### config.mk
export PLATFORM = sky130hd
export DESIGN_NAME = dac_output_conditioner
export DESIGN_NICKNAME = d
export VERILOG_FILES = /design/src/rtl/dac_output_conditioner.sv
export SDC_FILE = /design/constraint.sdc
export NUM_CORES = 1
export LEC_CHECK = 0
export ABC_AREA = 0
export CORE_ASPECT_RATIO = 1.1
export CORE_MARGIN = 4
export CORE_UTILIZATION = 35
export DETAILED_ROUTE_END_ITERATION = 7
export HOLD_SLACK_MARGIN = 0.02
export PLACE_DENSITY = 0.55
export SLEW_MARGIN = 5
export SYNTH_ARGS = -nofsm -noshare
export SYNTH_HDL_FRONTEND = slang
export SYNTH_SLANG_ARGS = --single-unit
### constraint.sdc
create_clock -name clk_in -period 7.84 [get_ports clk_in]
set_input_delay 1.176 -clock clk_in [delete_from_list [all_inputs] [get_ports clk_in]]
set_output_delay 1.176 -clock clk_in [all_outputs]
set_load 0.005 [all_outputs]
### src/rtl/dac_output_conditioner.sv
// Two-channel DAC sample conditioner: offset, saturate, window clamp,
// slew limit and mute ramp, configured over the cmd bus.
module dac_output_conditioner #(
  parameter logic [7:0]  WR_PAGE  = 8'h22,
  parameter logic [7:0]  RD_PAGE  = 8'h23,
  parameter logic [15:0] SLEW_RST = 16'h0
) (
  input  logic        clk_in,
  input  logic        rst_in,
  input  logic        cmd_trig_in,
  input  logic [15:0] cmd_addr_in,
  input  logic [15:0] cmd_data_in,
  output logic [15:0] cmd_data_out,
  input  logic        valid_in,
  input  logic [15:0] data0_in,
  input  logic [15:0] data1_in,
  output logic        valid_out,
  output logic [15:0] DAC0_out,
  output logic [15:0] DAC1_out,
  output logic [1:0]  sat_out
);

  localparam logic [7:0] R_OFS0   = 8'h00;
  localparam logic [7:0] R_OFS1   = 8'h01;
  localparam logic [7:0] R_MAX0   = 8'h02;
  localparam logic [7:0] R_MIN0   = 8'h03;
  localparam logic [7:0] R_MAX1   = 8'h04;
  localparam logic [7:0] R_MIN1   = 8'h05;
  localparam logic [7:0] R_SLEW   = 8'h06;
  localparam logic [7:0] R_CTRL   = 8'h07;
  localparam logic [7:0] R_STATUS = 8'h08;

  logic [15:0] ofs0_q, ofs0_d;
  logic [15:0] ofs1_q, ofs1_d;
  logic [15:0] max0_q, max0_d;
  logic [15:0] min0_q, min0_d;
  logic [15:0] max1_q, max1_d;
  logic [15:0] min1_q, min1_d;
  logic [15:0] slew_q, slew_d;
  logic [1:0]  ctrl_q, ctrl_d;
  logic [1:0]  sat_q, sat_d;
  logic [15:0] rdat_q, rdat_d;

  logic        v1_q, v2_q, v3_q;
  logic [15:0] s1_0_q, s1_0_d;
  logic [15:0] s1_1_q, s1_1_d;
  logic [15:0] t2_0_q, t2_0_d;
  logic [15:0] t2_1_q, t2_1_d;
  logic [15:0] cur0_q, cur0_d;
  logic [15:0] cur1_q, cur1_d;

  logic        wr_en, rd_en, stat_clr;
  logic [7:0]  idx;
  logic [15:0] rd_mux;
  logic        s1_sat0, s1_sat1;
  logic        s2_chg0, s2_chg1;

  // Offset add with 17-bit headroom, then saturate back to 16 bits.
  function automatic logic [16:0] add_sat(input logic [15:0] a,
                                          input logic [15:0] b);
    logic [16:0] sum;
    logic [15:0] res;
    logic        ovf;
    sum = {a[15], a} + {b[15], b};
    ovf = sum[16] ^ sum[15];
    res = sum[15:0];
    if (ovf) res = sum[16] ? 16'h8000 : 16'h7fff;
    return {ovf, res};
  endfunction

  // Window clamp; when MIN > MAX the upper bound wins.
  function automatic logic [15:0] clamp(input logic [15:0] x,
                                        input logic [15:0] lo,
                                        input logic [15:0] hi);
    logic [15:0] r;
    r = ($signed(x) < $signed(lo)) ? lo : x;
    if ($signed(r) > $signed(hi)) r = hi;
    return r;
  endfunction

  function automatic logic [15:0] slew_step(input logic [15:0] cur,
                                            input logic [15:0] tgt,
                                            input logic [15:0] slew);
    logic [17:0] diff;
    logic [17:0] mag;
    logic [17:0] nxt;
    diff = {{2{tgt[15]}}, tgt} - {{2{cur[15]}}, cur};
    mag  = diff[17] ? (18'd0 - diff) : diff;
    if (slew == 16'h0 || mag <= {2'b00, slew}) begin
      nxt = {{2{tgt[15]}}, tgt};
    end else if (diff[17]) begin
      nxt = {{2{cur[15]}}, cur} - {2'b00, slew};
    end else begin
      nxt = {{2{cur[15]}}, cur} + {2'b00, slew};
    end
    return nxt[15:0];
  endfunction

  assign idx      = cmd_addr_in[7:0];
  assign wr_en    = cmd_trig_in && (cmd_addr_in[15:8] == WR_PAGE);
  assign rd_en    = cmd_trig_in && (cmd_addr_in[15:8] == RD_PAGE);
  assign stat_clr = wr_en && (idx == R_STATUS);

  always_comb begin
    ofs0_d = ofs0_q;
    ofs1_d = ofs1_q;
    max0_d = max0_q;
    min0_d = min0_q;
    max1_d = max1_q;
    min1_d = min1_q;
    slew_d = slew_q;
    ctrl_d = ctrl_q;
    if (wr_en) begin
      case (idx)
        R_OFS0:  ofs0_d = cmd_data_in;
        R_OFS1:  ofs1_d = cmd_data_in;
        R_MAX0:  max0_d = cmd_data_in;
        R_MIN0:  min0_d = cmd_data_in;
        R_MAX1:  max1_d = cmd_data_in;
        R_MIN1:  min1_d = cmd_data_in;
        R_SLEW:  slew_d = cmd_data_in;
        R_CTRL:  ctrl_d = cmd_data_in[1:0];
        default: ;
      endcase
    end
  end

  always_comb begin
    rd_mux = 16'h0;
    case (idx)
      R_OFS0:   rd_mux = ofs0_q;
      R_OFS1:   rd_mux = ofs1_q;
      R_MAX0:   rd_mux = max0_q;
      R_MIN0:   rd_mux = min0_q;
      R_MAX1:   rd_mux = max1_q;
      R_MIN1:   rd_mux = min1_q;
      R_SLEW:   rd_mux = slew_q;
      R_CTRL:   rd_mux = {14'h0, ctrl_q};
      R_STATUS: rd_mux = {14'h0, sat_q};
      default:  rd_mux = 16'h0;
    endcase
    rdat_d = rd_en ? rd_mux : rdat_q;
  end

  always_comb begin
    s1_0_d  = s1_0_q;
    s1_1_d  = s1_1_q;
    s1_sat0 = 1'b0;
    s1_sat1 = 1'b0;
    if (valid_in) begin
      {s1_sat0, s1_0_d} = add_sat(data0_in, ofs0_q);
      {s1_sat1, s1_1_d} = add_sat(data1_in, ofs1_q);
    end
  end

  always_comb begin
    t2_0_d  = t2_0_q;
    t2_1_d  = t2_1_q;
    s2_chg0 = 1'b0;
    s2_chg1 = 1'b0;
    if (v1_q) begin
      t2_0_d = ctrl_q[0] ? 16'h0 : clamp(s1_0_q, min0_q, max0_q);
      t2_1_d = ctrl_q[1] ? 16'h0 : clamp(s1_1_q, min1_q, max1_q);
      s2_chg0 = !ctrl_q[0] && (t2_0_d != s1_0_q);
      s2_chg1 = !ctrl_q[1] && (t2_1_d != s1_1_q);
    end
  end

  always_comb begin
    cur0_d = cur0_q;
    cur1_d = cur1_q;
    if (v2_q) begin
      cur0_d = slew_step(cur0_q, t2_0_q, slew_q);
      cur1_d = slew_step(cur1_q, t2_1_q, slew_q);
    end
  end

  // Clear first so a coincident set survives.
  always_comb begin
    sat_d = stat_clr ? 2'b00 : sat_q;
    sat_d = sat_d | {s1_sat1 | s2_chg1, s1_sat0 | s2_chg0};
  end

  always_ff @(posedge clk_in or posedge rst_in) begin
    if (rst_in) begin
      ofs0_q <= 16'h0;
      ofs1_q <= 16'h0;
      max0_q <= 16'h7fff;
      min0_q <= 16'h8000;
      max1_q <= 16'h7fff;
      min1_q <= 16'h8000;
      slew_q <= SLEW_RST;
      ctrl_q <= 2'b00;
      sat_q  <= 2'b00;
      rdat_q <= 16'h0;
      v1_q   <= 1'b0;
      v2_q   <= 1'b0;
      v3_q   <= 1'b0;
      s1_0_q <= 16'h0;
      s1_1_q <= 16'h0;
      t2_0_q <= 16'h0;
      t2_1_q <= 16'h0;
      cur0_q <= 16'h0;
      cur1_q <= 16'h0;
    end else begin
      ofs0_q <= ofs0_d;
      ofs1_q <= ofs1_d;
      max0_q <= max0_d;
      min0_q <= min0_d;
      max1_q <= max1_d;
      min1_q <= min1_d;
      slew_q <= slew_d;
      ctrl_q <= ctrl_d;
      sat_q  <= sat_d;
      rdat_q <= rdat_d;
      v1_q   <= valid_in;
      v2_q   <= v1_q;
      v3_q   <= v2_q;
      s1_0_q <= s1_0_d;
      s1_1_q <= s1_1_d;
      t2_0_q <= t2_0_d;
      t2_1_q <= t2_1_d;
      cur0_q <= cur0_d;
      cur1_q <= cur1_d;
    end
  end

  assign cmd_data_out = rdat_q;
  assign valid_out    = v3_q;
  assign DAC0_out     = cur0_q;
  assign DAC1_out     = cur1_q;
  assign sat_out      = sat_q;

endmodule

==> metrics.md <==
| Metric | Value |
|---|---|
| Post-DRT Antenna Nets | `0` |
| Drt total wl | `69.31 mm` |
| Vias | `17300` |
| Area growth syn-to-layout | `14.76%` |
| Setup crit start kind | `flop` |
| R2R depth | `22` |
| Row count | `90` |
| Leading cell type in the layout, fill and taps excluded | `dfrtp_1` |
| Fin Hold WS | `between 400 and 500 ps` |
| Post-Synthesis Cells | `about 2200` |
| Fillers | `5476` |
| Power per standard cell area | `~150 nW/um2` |
| Initial antenna violation count | `2` |
| Syn Area/Cell | `8.932 um2` |
| Detailed router's first-iteration violation count | `1346` |
| Routed len/inst | `23.00 um` |
| Critical path capture point type | `flop` |
| Syn nets | `2436` |
| Synth Register Bits | `231` |
| Layout cells sized above 1 | `11.63%` |
| Port Buffers | `118` |
| CTS resizes | `0` |
| Max_slew headroom | `30.28%` |
| Clock sink count | `between 200 and 250` |
| Clock Latency Late Sink | `580 ps` |
| WHS Endpoint | `cmd_data_out[4]` |
| Gpl congestion | `0.9467` |
| Synth cell types | `90` |
| Vias in the first global route | `about 17000` |
| CTS Root Cell | `clkbuf_16` |
| Htree depth | `1` |
| Unrepaired setup endpoints after global routing | `no` |
| Dpl hpwl | `54.17 mm` |
| Total track usage | `a little under a quarter` |
| Worst slew pin tran | `1038 ps` |
| Sequential fraction of the synthesis area | `between 30% and 40%` |
| Full die area | `59240 um2` |
| Yosys warning count | `0` |
| Largest net degree at the start of global routing | `180` |
| Max Slew Vio Count | `0` |
| Core box area | `54840 um2` |
| Post-synth EDFFs | `0` |
| GRT overflow | `0` |
| Register Area | `5822 um2` |
| Crit Path Category | `reg2reg` |
| Max Clock Freq | `159.7 MHz` |
| Area after DPL | `~21000 um2` |
| WP data required | `8340 ps` |
| Tot Pwr | `3.340 mW` |
| Final period utilization | `between 70% and 80%` |
| Placed cells | `2962` |
| DIE WIDTH | `232.4 um` |
| Commonest non-fill, non-tap cells in the layout | `198 x dfrtp_1, 191 x ha_1, 189 x inv_1, 149 x nor2_1, 148 x nand2_1` |
| Post-Syn Area | `19390 um2` |
| Ant diodes | `0` |
| Final net count | `approximately 2500` |
| Hold path depth | `2` |
| Vias per cell | `~5.7` |
| CTS Buffer Depth | `3` |
| Outcome | `finished, final reports clean` |
| First-pass GRT wire length | `105.0 mm` |
| Share of synthesized registers carrying an async set or reset | `100.0%` |
| Clk slew on worst S/H paths | `60 ps` |
| Period minus WS final | `between 6000 and 7000 ps` |
| Reg2reg setup slack | `roughly 1600 ps` |
| Min-Delay Path Class | `reg2reg` |
| Worst r2r src | `t2_1_q[0]` |
| Initial Util | `around 35%` |
| Worst EP arrival | `approximately 6800 ps` |
| I/O pin count | `around 120` |
| Endpoint of the worst register-to-register path | `DAC1_out[15]` |
| Max cap viols | `0` |
| Die extent in y | `254.9 um` |
| Setup tns final | `0 ps` |
| Most used DFF post-synth | `dfrtp_1` |
| Multi-input gate area | `roughly 13000 um2` |
| Maximum VDD drop | `0.1734 mV` |
| Crit path launch | `t2_1_q[0]` |
| TritonCTS clock tree | `yes` |
| Post-CTS setup buffers | `0` |
| Remaining DRCs | `0` |
| Fin area | `22250 um2` |
| Final Hold Vio Count | `0` |
| Final setup viols | `0` |
| Pleak | `9.490 nW` |
| CTS hold repair buffers | `0` |
| Inserted Clock Buffers | `28` |
| TritonRoute pass-1 iters | `8` |
| HP Start | `cmd_data_out[4]` |
| Clock Skew | `34.66 ps` |
| Fin cells | `3014` |
| CP Max Fanout | `13` |
worst max-delay path by stage:
stage	endpoint	cells past startpoint
final	DAC1_out[15]	22
after global routing	sat_out[0]	19
after CTS	DAC1_out[15]	22
after detailed placement	DAC1_out[15]	22
after global placement	sat_out[0]	18
after floorplan	DAC0_out[0]	1
cells by family after synthesis:
kind of cell | share of synthesized area (%)
AO/OA/AOI/OAI | 21.23
AND/OR/NAND/NOR | 13.09
buffers and inverters | 5.426
flip-flops | 30.01
adder cells (fa/ha/maj) | 13.51
multiplexers | 10.45
XOR/XNOR | 6.271
synthesized netlist by cell type (17+ instances only):
cell	n	area, um2
dfrtp_1	199	4980
ha_1	191	2390
inv_1	190	713.2
nor2_1	149	559.3
nand2_1	148	555.5
a21oi_1	147	735.7
mux2_2	128	1441
o21ai_0	128	640.6
xnor2_1	101	884.6
clkbuf_1	63	236.5
mux2i_1	45	450.4
o22ai_1	45	281.5
nand3_1	41	205.2
xor2_1	36	315.3
nor3_1	35	175.2
dfstp_2	32	840.8
a21o_1	31	232.7
nand4_1	26	162.7
o21a_1	23	172.7
o2bb2ai_1	22	192.7
nand2b_1	21	131.4
a31oi_1	20	125.1
and3_1	20	125.1
a221oi_1	18	157.7
a211oi_1	17	127.6
o31ai_1	17	127.6
critical path: stages (launching register included):
cell      delay (ps)
dfrtp_1          360
inv_1             80
ha_1             170
inv_1             60
fa_1             440
a211oi_2         250
o21ai_0          180
a41oi_1          440
o21ai_0          200
o211ai_1         820
nor2_1           130
xnor2_1          180
ha_1             360
o21a_1           200
o31a_1           120
o41ai_1          310
o21ai_0          200
o41ai_1          450
o21ai_0          260
a31oi_1          260
xnor2_1          120
or4b_1           500
nand3_1           90
cell type report:
type / instances / area share, %
Timing Repair Buffer: 133 / 5.847
Sequential cell: 231 / 26.16
Clock inverter: 11 / 0.4554
Multi-Input combinational cell: 1669 / 56.38
Inverter: 193 / 3.289
Tap cell: 736 / 4.138
Clock buffer: 41 / 3.733
where the power goes:
group | switching, mW | total [mW] | internal, mW | leakage (nW)
clock network | 0.552 | 1.32 | 0.769 | 0.459
registers | 0.0497 | 1.27 | 1.22 | 3.00
logic | 0.458 | 0.751 | 0.293 | 6.03
total | 1.06 | 3.34 | 2.28 | 9.49
per-stage QoR:
step	worst slack, ps	util (%)
after floorplan	384.0	-
after global placement	1706	38.88
after detailed placement	1648	38.88
after CTS	1611	40.58
after global routing	877.4	40.58
final	1578	40.58
layer usage:
layer  share of wire, %  vias up  global-route usage [%]
met4                2.2        0                   4.817
met3                5.6       87                   2.872
met5                  0        -                       0
met2                 48      591                   39.14
met1                 44     8461                   31.00
li1                   -     8161                       -
No activity file was read; power rests on OpenSTA's default activity.
